===== config.mk =====
export PLATFORM = sky130hd
export DESIGN_NAME = fdiv_seq_flat
export DESIGN_NICKNAME = d
export VERILOG_FILES = /design/src/rtl/fpu_pkg.sv /design/src/rtl/fdiv_seq_if.sv /design/src/rtl/lat_counter.sv /design/src/rtl/fdiv_seq.sv /design/src/flat_wrapper.sv
export SDC_FILE = /design/constraint.sdc
export NUM_CORES = 1
export LEC_CHECK = 0
export ABC_CLOCK_PERIOD_IN_PS = 2800
export CORE_ASPECT_RATIO = 2
export CORE_MARGIN = 4
export CORE_UTILIZATION = 40
export DETAILED_ROUTE_END_ITERATION = 8
export GPL_ROUTABILITY_DRIVEN = 0
export PLACE_DENSITY = 0.73
export SLEW_MARGIN = 25
export SYNTH_ARGS = -nofsm -noshare
export SYNTH_HDL_FRONTEND = slang
export SYNTH_SLANG_ARGS = --single-unit

===== constraint.sdc =====
create_clock -name clk -period 2.8 [get_ports clk]
set_clock_uncertainty 0.05 [all_clocks]
set_input_delay 0.56 -clock clk [delete_from_list [all_inputs] [get_ports clk]]
set_output_delay 0.56 -clock clk [all_outputs]
set_load 0.1 [all_outputs]

===== src/rtl/fpu_pkg.sv =====
// Shared FPU sequencer types: float container, divide-sequencer states and
// the latency counter width used by every multi-cycle FPU sequencer.
package fpu_pkg;

  typedef logic [31:0] float32_t;

  typedef enum logic [1:0] {
    IDLE = 2'd0,
    INV  = 2'd1,
    MUL  = 2'd2,
    DONE = 2'd3
  } fdiv_state_t;

  localparam int LAT_W = 4;

endpackage


===== src/rtl/fdiv_seq_if.sv =====
// Operand/result handshake of the divide sequencer.
// Both sides follow valid/ready: a transfer happens on a rising clock edge
// where valid and ready are both 1; valid and its payload hold until then.
interface fdiv_seq_if;
  import fpu_pkg::*;

  logic     in_valid;
  logic     in_ready;
  float32_t x1;
  float32_t x2;
  logic     out_valid;
  logic     out_ready;
  float32_t y;
  logic     ovf;
  logic     udf;

  modport master (
    output in_valid, x1, x2, out_ready,
    input  in_ready, out_valid, y, ovf, udf
  );

  modport slave (
    input  in_valid, x1, x2, out_ready,
    output in_ready, out_valid, y, ovf, udf
  );

endinterface


===== src/rtl/lat_counter.sv =====
// Down-counter for fixed-latency unit waits: load, decrement, zero flag.
module lat_counter
  import fpu_pkg::*;
#(
  parameter int W = LAT_W
) (
  input  logic         clk,
  input  logic         rstn,
  input  logic         load,
  input  logic [W-1:0] load_val,
  input  logic         dec,
  output logic [W-1:0] cnt,
  output logic         zero
);

  assign zero = (cnt == '0);

  // Load wins over decrement; the count saturates at zero.
  always_ff @(posedge clk or negedge rstn) begin
    if (!rstn) begin
      cnt <= '0;
    end else if (load) begin
      cnt <= load_val;
    end else if (dec && !zero) begin
      cnt <= cnt - 1'b1;
    end
  end

endmodule


===== src/rtl/fdiv_seq.sv =====
// Divide sequencer: y = x1 * finv(x2) using time-shared external finv and
// fmul units, with overflow/underflow flags accumulated over both steps.
module fdiv_seq
  import fpu_pkg::*;
#(
  parameter int INV_LAT = 1,
  parameter int MUL_LAT = 1
) (
  input  logic        clk,
  input  logic        rstn,
  fdiv_seq_if.slave   bus,
  output logic        finv_en,
  output float32_t    finv_x,
  input  float32_t    finv_y,
  input  logic        finv_ovf,
  input  logic        finv_udf,
  output logic        fmul_en,
  output float32_t    fmul_x1,
  output float32_t    fmul_x2,
  input  float32_t    fmul_y,
  input  logic        fmul_ovf,
  input  logic        fmul_udf,
  output fdiv_state_t dbg_state
);

  if (INV_LAT < 1 || INV_LAT > 15) begin : g_bad_inv_lat
    $error("fdiv_seq: INV_LAT must be in 1..15");
  end
  if (MUL_LAT < 1 || MUL_LAT > 15) begin : g_bad_mul_lat
    $error("fdiv_seq: MUL_LAT must be in 1..15");
  end

  localparam logic [LAT_W-1:0] INV_LOAD = LAT_W'(INV_LAT - 1);
  localparam logic [LAT_W-1:0] MUL_LOAD = LAT_W'(MUL_LAT - 1);

  fdiv_state_t      state;
  fdiv_state_t      state_nxt;
  logic             in_ready;
  logic             out_valid;
  logic             cnt_load;
  logic             cnt_dec;
  logic [LAT_W-1:0] cnt_load_val;
  logic [LAT_W-1:0] cnt;
  logic             cnt_zero;
  logic             accept;
  float32_t         r_x1;
  float32_t         y_q;
  logic             ovf_q;
  logic             udf_q;

  lat_counter #(.W(LAT_W)) u_cnt (
    .clk      (clk),
    .rstn     (rstn),
    .load     (cnt_load),
    .load_val (cnt_load_val),
    .dec      (cnt_dec),
    .cnt      (cnt),
    .zero     (cnt_zero)
  );

  assign accept    = bus.in_valid && in_ready;
  assign dbg_state = state;

  always_ff @(posedge clk or negedge rstn) begin
    if (!rstn) begin
      state <= IDLE;
    end else begin
      state <= state_nxt;
    end
  end

  always_comb begin
    state_nxt = state;
    case (state)
      IDLE: if (bus.in_valid)  state_nxt = INV;
      INV:  if (cnt_zero)      state_nxt = MUL;
      MUL:  if (cnt_zero)      state_nxt = DONE;
      DONE: if (bus.out_ready) state_nxt = IDLE;
      default:                 state_nxt = IDLE;
    endcase
  end

  // Counter is reloaded for the next wait on the same edge a wait ends.
  always_comb begin
    in_ready     = 1'b0;
    out_valid    = 1'b0;
    finv_en      = 1'b0;
    fmul_en      = 1'b0;
    cnt_load     = 1'b0;
    cnt_dec      = 1'b0;
    cnt_load_val = INV_LOAD;
    case (state)
      IDLE: begin
        in_ready     = 1'b1;
        cnt_load     = bus.in_valid;
        cnt_load_val = INV_LOAD;
      end
      INV: begin
        finv_en      = 1'b1;
        cnt_load     = cnt_zero;
        cnt_dec      = !cnt_zero;
        cnt_load_val = MUL_LOAD;
      end
      MUL: begin
        fmul_en = 1'b1;
        cnt_dec = !cnt_zero;
      end
      DONE: begin
        out_valid = 1'b1;
      end
      default: begin
        in_ready = 1'b0;
      end
    endcase
  end

  // Unit operand registers change only on the edge their enable rises, so
  // they hold their last value while the sequencer does not own the unit.
  always_ff @(posedge clk or negedge rstn) begin
    if (!rstn) begin
      r_x1    <= '0;
      finv_x  <= '0;
      fmul_x1 <= '0;
      fmul_x2 <= '0;
      y_q     <= '0;
      ovf_q   <= 1'b0;
      udf_q   <= 1'b0;
    end else begin
      if (state == IDLE && accept) begin
        r_x1   <= bus.x1;
        finv_x <= bus.x2;
        ovf_q  <= 1'b0;
        udf_q  <= 1'b0;
      end
      if (state == INV && cnt_zero) begin
        fmul_x1 <= r_x1;
        fmul_x2 <= finv_y;
        ovf_q   <= ovf_q | finv_ovf;
        udf_q   <= udf_q | finv_udf;
      end
      if (state == MUL && cnt_zero) begin
        y_q   <= fmul_y;
        ovf_q <= ovf_q | fmul_ovf;
        udf_q <= udf_q | fmul_udf;
      end
    end
  end

  assign bus.in_ready  = in_ready;
  assign bus.out_valid = out_valid;
  assign bus.y         = y_q;
  assign bus.ovf       = ovf_q;
  assign bus.udf       = udf_q;

endmodule

===== src/flat_wrapper.sv =====
// flat-port wrapper written by rule: the top's interface ports become plain ports
module fdiv_seq_flat import fpu_pkg::*;
#(
  parameter int INV_LAT = 1,
  parameter int MUL_LAT = 1
)
  (clk, rstn, finv_en, finv_x, finv_y, finv_ovf, finv_udf, fmul_en, fmul_x1, fmul_x2, fmul_y, fmul_ovf, fmul_udf, dbg_state, bus_in_valid, bus_x1, bus_x2, bus_out_ready, bus_in_ready, bus_out_valid, bus_y, bus_ovf, bus_udf);
  fdiv_seq_if bus_i ();
  input  logic clk;
  input  logic rstn;
  output logic finv_en;
  output float32_t finv_x;
  input  float32_t finv_y;
  input  logic finv_ovf;
  input  logic finv_udf;
  output logic fmul_en;
  output float32_t fmul_x1;
  output float32_t fmul_x2;
  input  float32_t fmul_y;
  input  logic fmul_ovf;
  input  logic fmul_udf;
  output fdiv_state_t dbg_state;
  input wire logic [$bits(bus_i.in_valid)-1:0] bus_in_valid;
  input wire logic [$bits(bus_i.x1)-1:0] bus_x1;
  input wire logic [$bits(bus_i.x2)-1:0] bus_x2;
  input wire logic [$bits(bus_i.out_ready)-1:0] bus_out_ready;
  output wire logic [$bits(bus_i.in_ready)-1:0] bus_in_ready;
  output wire logic [$bits(bus_i.out_valid)-1:0] bus_out_valid;
  output wire logic [$bits(bus_i.y)-1:0] bus_y;
  output wire logic [$bits(bus_i.ovf)-1:0] bus_ovf;
  output wire logic [$bits(bus_i.udf)-1:0] bus_udf;
  assign bus_i.in_valid = bus_in_valid;
  assign bus_i.x1 = bus_x1;
  assign bus_i.x2 = bus_x2;
  assign bus_i.out_ready = bus_out_ready;
  assign bus_in_ready = bus_i.in_ready;
  assign bus_out_valid = bus_i.out_valid;
  assign bus_y = bus_i.y;
  assign bus_ovf = bus_i.ovf;
  assign bus_udf = bus_i.udf;
  fdiv_seq #(.INV_LAT(INV_LAT), .MUL_LAT(MUL_LAT)) u_core (.clk(clk), .rstn(rstn), .bus(bus_i), .finv_en(finv_en), .finv_x(finv_x), .finv_y(finv_y), .finv_ovf(finv_ovf), .finv_udf(finv_udf), .fmul_en(fmul_en), .fmul_x1(fmul_x1), .fmul_x2(fmul_x2), .fmul_y(fmul_y), .fmul_ovf(fmul_ovf), .fmul_udf(fmul_udf), .dbg_state(dbg_state));
endmodule

==> reports/qor.txt, run 1 <==
Status = finished clean
Synth async-reset ratio = 100%
Max-cap violations = 0
Syn avg cell area = 16.4 sq um
Root Buffer = clkbuf_16
Die width = 97.9 um
Post-Syn Nets = 535
Total CTS buffers = 17
Fill cells = 1259
Iteration count of the initial detailed-routing pass = 4
CTS sink cnt = 168
Post_cts resized = 0
RSZ-0062 raised after global routing = false
Area leader, netlist = dfrtp_1
Routed WL = 16900 um
Die Y = 188 um
H-tree levels = 4
Area growth syn-to-layout = 49.8%
Global-route wire length before repair = 26400 um
Tcrit/Tclk final = 76.7%
Startpoint types = flop
Rows = 65
Post-synthesis register bit count = 168
Post-detailed-route count of antenna-violating nets = 0
Remaining global-route overflow = 0
Mapped Cells = 393
Area of the core = 15900 sq um
DR vias/cell = 4.85
Setup TNS = 0 ns
Tmin final = 2.15 ns
Max Clock Freq = 0.466 GHz
Port Buffer Count = 271
Non-Filler Cell Area, Final = 9680 sq um
Final Hold Vio Count = 0
Die area = 18400 sq um
Clock latency on the worst-skew pair = 0.41 ns
Cell variety after synth = 30
Clock-pin transition on the worst setup and hold timing paths = 0.06 ns
Share of layout cells above drive strength 1 = 50.0%
DP Wirelength = 13000 um
Vias in the first global route = 4794
Setup violations, final = 0
Initial antenna violation count = 2
CTS tree = done
Worst slew pin tran = 0.661 ns
Drt initial violations = 66
Gr usage total = 18.6%
Worst Path Max Fanout = 5
CP Capture Type = primary output
Max clock buf depth = 2
Starting density of the core = 40.7%
Nets@finish = 814
Number of enable flip-flop cells after synthesis = 0
Max Transition Viols Final = 0
Relative slew slack = 56.0%
Via count = 4298
Yosys top cell area share = 65.1%
Ys flop type = dfrtp_1
Req. time, crit path = 2.19 ns
Synth Warn # = 0
WS Path Type = reg2out
Post CTS Setup Buffer Count = 0
DP Area = 9100 sq um
Area contributors post-synth = dfrtp_1, mux2_2, ha_1
Hold Path Class = in2async
Largest net degree at the start of global routing = 70
Cell Area, Synth = 6460 sq um
DRC = 0
Register area share after synthesis = 65.1%
Critical Path AT = 1.54 ns
Io pins = 272
Wire length per cell = 19.0 um
Post-CTS Hold Buffers = 0
layout by cell type (no fill, tap or decap), types with 3 or more instances in the layout:
master,Yosys,layout
clkinv_4,0,5
clkdlybuf4s50_1,0,134
dfrtp_1,168,167
buf_4,9,139
ha_1,6,3
mux2_2,160,160
nor2_1,5,5
ha_2,0,3
inv_1,6,6
buf_12,0,5
clkbuf_16,0,17
clkinv_2,0,3
nand2b_1,3,3
a21oi_1,3,3
worst max-delay path, stage by stage, from the launching register on:
cell and delay [ns]:
dfrtp_1 0.42, inv_1 0.15, ha_2 0.25, buf_4 0.31
Yosys cell counts (all sizes together) (3+ instances only):
master,count
dfrtp,168
mux2,160
buf,18
ha,6
inv,6
nor2,5
a21oi,3
nand2b,3
final cells by class:
class                           count  area, sq um  area share, %
Inverter                            6         22.5          0.233
Sequential cell                   168         4210           43.5
Clock buffer                       20          447           4.62
Multi-Input combinational cell    200         2120           22.0
Antenna cell                        2         5.00         0.0517
Clock inverter                     11          126           1.31
Timing Repair Buffer              279         2500           25.8
Tap cell                          201          251           2.60
layer usage:
layer	vias up	track usage (%)	wire length [um]
met5	-	0	0
met1	2198	17.7	5390
li1	1948	-	-
met3	22	4.28	778
met4	0	8.69	490
met2	130	36.4	10200
cells by family (layout without fill, tap and decap cells):
family,after synthesis,count (layout),share of synthesized area [%]
buffers and inverters,25,316,2.25
DFF,168,168,65.1
AOI/OAI and AO/OA,13,13,1.45
adders and majority gates,6,6,1.16
and+or+nand+nor,19,19,1.88
other,0,2,0
muxes,162,162,28.2
registers in the layout (all words and copies together), names as in the netlist, 2 cells and up:
register / cells
u_core.dbg_state: 2
u_core.bus.y: 32
u_core.fmul_x2: 32
u_core.u_cnt.cnt: 4
u_core.fmul_x1: 32
u_core.finv_x: 32
u_core.r_x1: 32
stage by stage:
step                      cells  util [%]  hold slack [ns]  worst slack, ns
after global placement      854      57.4            0.434            0.624
after CTS                   885      61.0            0.123            0.622
after detailed placement    854      57.4            0.441            0.599
after global routing        887      61.0            0.136            0.581
final                       887      61.0            0.104            0.653
after floorplan             393         -            0.214          0.00749
final timing paths:
kind,from,endpoint,slack [ns],depth (start not counted)
min in group clk,u_core.r_x1[22],u_core.r_x1[22],0.45,1
worst max register to register,u_core.dbg_state[0],u_core.bus.y[19],0.79,5
max in group asynchronous,rstn,u_core.finv_x[10],1.88,2
worst max-delay path,u_core.dbg_state[0],fmul_en,0.65,3
worst min register to register,u_core.r_x1[22],u_core.r_x1[22],0.45,1
worst min-delay path,rstn,u_core.finv_x[19],0.10,1
Power of run 1 is not shown: default switching activity piles up to over one toggle a cycle in this logic, so the estimate is an artifact.
==> run 2: changes to the inputs <==
--- a/config.mk
+++ b/config.mk
@@ -5,7 +5,7 @@
 export SDC_FILE = /design/constraint.sdc
 export NUM_CORES = 1
 export LEC_CHECK = 0
-export ABC_CLOCK_PERIOD_IN_PS = 2800
+export ABC_CLOCK_PERIOD_IN_PS = 2110
 export CORE_ASPECT_RATIO = 2
 export CORE_MARGIN = 4
 export CORE_UTILIZATION = 40
==> constraint.sdc (replaced) <==
create_clock -name clk -period 2.11 [get_ports clk]
set_clock_uncertainty 0.05 [all_clocks]
set_input_delay 0.422 -clock clk [delete_from_list [all_inputs] [get_ports clk]]
set_output_delay 0.422 -clock clk [all_outputs]
set_load 0.1 [all_outputs]
==> run 2 against run 1 <==
  * Register-to-register slack lost 0.64 ns
  * First-iteration DRC count rose by 33%
  * Critical path depth is 2 higher
  * Final cell count is 0.23% higher
  * Sequential share of layout area decreased by 1.5 points
  * Routed wire length rose by 0.28%
  * Highest routed layer unchanged
==> reports/qor.txt, run 2 (synthesis gave the netlist of run 1 again) <==
Status = finished clean
Fill cells = 1246 (-1.0%)
Hold WS = 0.453 ns (+0.349 ns)
Post-detailed-route count of antenna-violating nets = 0 (unchanged)
Via count = 4313 (+0.35%)
Relative slew slack = 64.4% (+8.4 points)
Worst slew pin tran = 0.534 ns (-0.126 ns)
Met2 routed WL = 9620 um (-5.9%)
Starting density of the core = 40.7% (unchanged)
Vias in the first global route = 4936 (+3.0%)
Largest net degree at the start of global routing = 54 (-23%)
RSZ-0062 raised after global routing = false
WHS Path Cells = 1
Register-to-Register Path Depth = 5 (unchanged)
Initial antenna violation count = 0 (-2)
Req. time, crit path = 2.36 ns (+0.17 ns)
Root Buffer = clkbuf_16
DR vias/cell = 4.85 (+0.12%)
Global-route wire length before repair = 26900 um (+1.7%)
Die Y = 188 um (unchanged)
Core Util, Final = 63.3% (+2.3 points)
Max Transition Viols Final = 0 (unchanged)
Port Buffer Count = 271 (unchanged)
Wire length per cell = 19.0 um (about the same)
CP Capture Type = flop
Commonest non-fill, non-tap cell in the layout = dfrtp_1
Die width = 97.9 um (unchanged)
Remaining global-route overflow = 0 (unchanged)
Clock-pin transition on the worst setup and hold timing paths = 0.06 ns (about the same)
Total CTS buffers = 17 (unchanged)
Worst Path Max Fanout = 26 (+21)
Wire length on met3 = 829 um (+6.6%)
Tmin final = 1.96 ns
Area occupied by multi-input gates = 2280 sq um (+7.1%)
WS Path Type = reg2reg
Drt initial violations = 88 (+33%)
Area growth syn-to-layout = 55.3%
Nets@finish = 818 (+0.49%)
Die area = 18400 sq um (unchanged)
Number of cells on the critical path = 5 (+2)
CTS tree = done
Final Hold Vio Count = 0 (unchanged)
DP Area = 9360 sq um (+2.9%)
Max Clock Freq = 0.511 GHz
Crit path largest cell delay = 0.52 ns (+0.10 ns)
CP delay by family, top = flip-flops
Most frequent cells in the layout = dfrtp_1, buf_4, clkdlybuf4s50_1
ANT cells = 0 (-2)
Tcrit/Tclk final = 92.8%
Rows = 65 (unchanged)
H-tree levels = 4 (unchanged)
Non-Filler Cell Area, Final = 10000 sq um (+3.7%)
Top sig layer = met4
DRC = 0 (unchanged)
Routed WL = 16900 um (+0.28%)
Startpoint types = flop
Share of layout cells above drive strength 1 = 50.6% (+0.58 points)
Area occupied by registers = 4210 sq um (+0.15%)
Gr usage total = 18.8% (+0.19 points)
Area of the core = 15900 sq um (unchanged)
Max-cap violations = 0 (unchanged)
Critical Path AT = 2.21 ns (+0.67 ns)
Slowest-stage cell, CP = dfrtp_4
Io pins = 272 (unchanged)
Hold Path Class = reg2reg
Clock latency on the worst-skew pair = 0.41 ns (about the same)
Setup violations, final = 0 (unchanged)
DP Wirelength = 13000 um (-0.44%)
CTS sink cnt = 168 (unchanged)
WL met1 = 5750 um (+6.8%)
Worst-path cell chain = inv_4, ha_4, and4bb_4, buf_12, mux2_2
CP bufs+invs = 2 (unchanged)
Max clock buf depth = 2 (unchanged)
Iteration count of the initial detailed-routing pass = 4 (unchanged)
-- run 2: cell count changes in the layout (fill, tap and decap cells not counted), sizes merged --
cell | before | now
bufinv | 2 | 6
diode | 2 | 0
clkinv | 8 | 3
buf | 145 | 148
dlygate4sd3 | 0 | 1
inv | 6 | 7
-- run 2: area by class of cell --
cell class	instances	share of cell area (%)
clock inverters	11	2.18
clock buffers	20	4.45
flip-flops and latches	168	42.0
multi-input cells	200	22.7
repair buffers	283	25.9
well taps	201	2.51
inverters	6	0.274
-- run 2: layer usage --
metal,vias to the layer above,global-route usage (%)
met3,36,4.32
li1,1955,-
met2,146,34.8
met1,2176,19.3
met4,0,9.87
met5,-,0
-- run 2: what timing repair did --
item,CTS,global route
endpoints found under the hold margin,48,0
resized for setup,0,0
hold buffers,1,0
setup buffers,0,0
-- run 2: worst paths after layout --
kind | slack, ns | start | endpoint
setup / recovery | 0.15 | u_core.dbg_state[1] | u_core.fmul_x2[14]
hold / removal | 0.45 | u_core.r_x1[13] | u_core.r_x1[13]
setup reg to reg | 0.15 | u_core.dbg_state[1] | u_core.fmul_x2[14]
hold reg to reg | 0.45 | u_core.r_x1[13] | u_core.r_x1[13]
max in group asynchronous | 0.83 | rstn | u_core.r_x1[24]
min in group asynchronous | 0.48 | rstn | u_core.bus.y[25]
-- run 2: metrics by stage --
stage                     setup slack (ns)  TNS [ns]  cells
after floorplan                    -0.0628     -5.15    393
after detailed placement             0.132         0    857
after global routing                0.0502         0    889
after CTS                            0.121         0    889
final                                0.152         0    889
after global placement               0.176         0    857
-- run 2: worst reg2reg max path, cell delays in order (launching register included) --
cell and delay [ns]:
dfrtp_4 0.52, inv_4 0.10, ha_4 0.17, and4bb_4 0.41
buf_12 0.23, mux2_2 0.37
Power of run 2 is left out for the same reason.
==> run 3: changes to the inputs <==
--- a/config.mk
+++ b/config.mk
@@ -5,13 +5,14 @@
 export SDC_FILE = /design/constraint.sdc
 export NUM_CORES = 1
 export LEC_CHECK = 0
+export ABC_AREA = 1
 export ABC_CLOCK_PERIOD_IN_PS = 2110
 export CORE_ASPECT_RATIO = 2
 export CORE_MARGIN = 4
 export CORE_UTILIZATION = 40
 export DETAILED_ROUTE_END_ITERATION = 8
 export GPL_ROUTABILITY_DRIVEN = 0
-export PLACE_DENSITY = 0.73
+export PLACE_DENSITY = 0.72
 export SLEW_MARGIN = 25
 export SYNTH_ARGS = -nofsm -noshare
 export SYNTH_HDL_FRONTEND = slang
==> run 3 against run 2 <==
  * Final cell count grew 25%
  * Routed wire length increased by 6.3%
  * Register-to-register slack better by 0.20 ns
  * Count of clock-buffer cells in the layout is 3 lower
  * Core utilization shrank 2.5 points
  * Sequential share of layout area grew 0.64 points
  * Via count rose by 18%
  * Non-clock buffer count grew 1
  * Die area is 1.9% higher
  * Design area shrank 1.5%
  * Area after synthesis rose by 2.0%
  * Synthesized cell count increased by 58%
==> reports/qor.txt, run 3 <==
Port Buffer Count = 271 (unchanged)
Startpoint types = flop
Post-Syn Nets = 761 (+42%)
Drt initial violations = 141 (+60%)
Post-synthesis register bit count = 168 (unchanged)
Starting density of the core = 40.5% (-0.22 points)
Commonest non-fill, non-tap cell in the layout = nand2_1
Nets@finish = 1037 (+27%)
Clock latency on the worst-skew pair = 0.43 ns (+0.02 ns)
Io pins = 272 (unchanged)
Die width = 98.8 um (+0.92%)
Share of layout cells above drive strength 1 = 28.4% (-22 points)
Tmin final = 2.02 ns (+0.0614 ns)
Cell variety after synth = 23 (-23%)
WS Path Type = reg2out
Root Buffer = clkbuf_16
Die area = 18700 sq um (+1.9%)
Register area share after synthesis = 63.8% (-1.3 points)
Max Transition Viols Final = 0 (unchanged)
Final Hold Vio Count = 0 (unchanged)
Total CTS buffers = 17 (unchanged)
Vias in the first global route = 5316 (+7.7%)
Most frequent cell after synthesis = nand2_1
Yosys top cell area share = 63.8% (-1.3 points)
Slowest-stage cell, CP = dfrtp_4
DR vias/cell = 4.58 (-5.7%)
H-tree levels = 4 (unchanged)
DRC = 0 (unchanged)
Hold WS = 0.409 ns (-0.0436 ns)
Met2 routed WL = 10400 um (+7.6%)
Synth async-reset ratio = 100% (unchanged)
Global-route wire length before repair = 28300 um (+5.4%)
Max-cap violations = 0 (unchanged)
Initial antenna violation count = 1 (+1)
Post-detailed-route count of antenna-violating nets = 0 (unchanged)
Xor-xnor portion of the synthesized cell area = 0% (unchanged)
Tcrit/Tclk final = 95.7% (+2.9 points)
RSZ-0062 raised after global routing = false
Post-synthesis adder-cell area fraction = 1.14% (-0.023 points)
Rows = 66 (+1.5%)
Hold Path Class = reg2reg
DP Area = 9270 sq um (-0.94%)
Wire length on met3 = 870 um (+4.9%)
Post-synthesis mux area share = 10.9% (-17 points)
Worst-path cell chain = inv_1, ha_4, buf_12
Number of enable flip-flop cells after synthesis = 0 (unchanged)
CP bufs+invs = 2 (unchanged)
Area contributors post-synth = dfrtp_1, nand2_1, mux2_2
WL met1 = 6380 um (+11%)
Req. time, crit path = 1.64 ns (-0.72 ns)
Ys flop type = dfrtp_1
Cell Area, Synth = 6590 sq um (+2.0%)
Iteration count of the initial detailed-routing pass = 4 (unchanged)
Area growth syn-to-layout = 50.0%
CTS tree = done
Synth cell count leaders = nand2_1, dfrtp_1, mux2_2
Worst slew pin tran = 0.454 ns (-0.0808 ns)
Area leader, netlist = dfrtp_1
Gr usage total = 19.4% (+0.63 points)
Setup violations, final = 0 (unchanged)
Setup TNS = 0 ns (unchanged)
DP Wirelength = 13100 um (+0.56%)
Crit path largest cell delay = 0.52 ns (about the same)
Most frequent cells in the layout = nand2_1, dfrtp_1, buf_4
Non-Filler Cell Area, Final = 9880 sq um (-1.5%)
Largest net degree at the start of global routing = 68 (+26%)
Wire length per cell = 16.2 um (-15%)
Routed WL = 18000 um (+6.3%)
CTS sink cnt = 168 (unchanged)
Relative slew slack = 69.8% (+5.4 points)
Mapped Cells = 619 (+58%)
Setup slack, reg-to-reg = 0.35 ns (+0.20 ns)
Status = finished clean
Area of the core = 16300 sq um (+2.6%)
Top sig layer = met4
Via count = 5093 (+18%)
Synth Warn # = 0 (unchanged)
Max Clock Freq = 0.495 GHz (-3.0%)
Clock-pin transition on the worst setup and hold timing paths = 0.07 ns (about the same)
Largest family of logic cells by synthesized area = simple AND/OR/NAND/NOR gates
CP delay by family, top = flip-flops
CP Capture Type = primary output
Die Y = 190 um (+0.96%)
Max clock buf depth = 2 (unchanged)
Remaining global-route overflow = 0 (unchanged)
Critical Path AT = 1.55 ns (-0.66 ns)
Syn avg cell area = 10.6 sq um (-35%)
Worst Path Max Fanout = 5 (-81%)
Synth Area in Compound Gates = 0.475% (-0.98 points)
Simple-gate share of the synthesized area = 19.8% (+18 points)
run 3: timing repair:
action                     4_1_cts  5_1_grt
resized for setup                1        0
setup buffers                    0        0
hold endpoints to repair        42        0
hold buffers                     1        0
setup endpoints to repair        1        0
run 3: cell type report:
type,instances,area (sq um)
antenna,1,2.50
sequential,168,4210
tap,204,255
timing repair buffer,284,2600
inverter,14,52.6
fill,1385,6380
multi-input combinational,410,2170
clock buffer,17,425
clock inverter,15,164
run 3: stage by stage:
step                instances  worst slack, ns  utilization, %
detailed placement       1079            0.298            57.0
finish                   1113           0.0910            60.8
CTS                      1112           0.0606            60.7
global route             1113           0.0224            60.8
global placement         1079            0.312            57.0
floorplan                 619          0.00631               -
run 3: final timing paths:
check                                    startpoint            endpoint  cells after the start
worst max register to register  u_core.u_cnt.cnt[0]  u_core.fmul_x2[16]                      7
min in group asynchronous                      rstn  u_core.fmul_x1[27]                      2
worst min register to register      u_core.r_x1[15]  u_core.fmul_x1[15]                      2
worst max-delay path            u_core.dbg_state[0]             fmul_en                      3
worst min-delay path                u_core.r_x1[15]  u_core.fmul_x1[15]                      2
max in group asynchronous                      rstn    u_core.finv_x[5]                      3
run 3: per-layer routing:
layer  global-route usage, %  vias up
met1                    20.7     2424
li1                        -     2491
met3                    4.26       24
met2                    36.3      154
met5                       0        -
met4                    8.05        0
run 3: kinds of logic after synthesis:
family / Yosys count
AOI/OAI and AO/OA: 6
adders and majority gates: 6
buffers and inverters: 41
DFF: 168
muxes: 64
and+or+nand+nor: 334
run 3: worst reg2reg max path: cells and delay by family (launching register included):
family                     cells  cell delay, ns
buffers and inverters          3            0.58
DFF                            1            0.37
adders and majority gates      1            0.35
and+or+nand+nor                3            0.33
Power of run 3 is left out for the same reason.
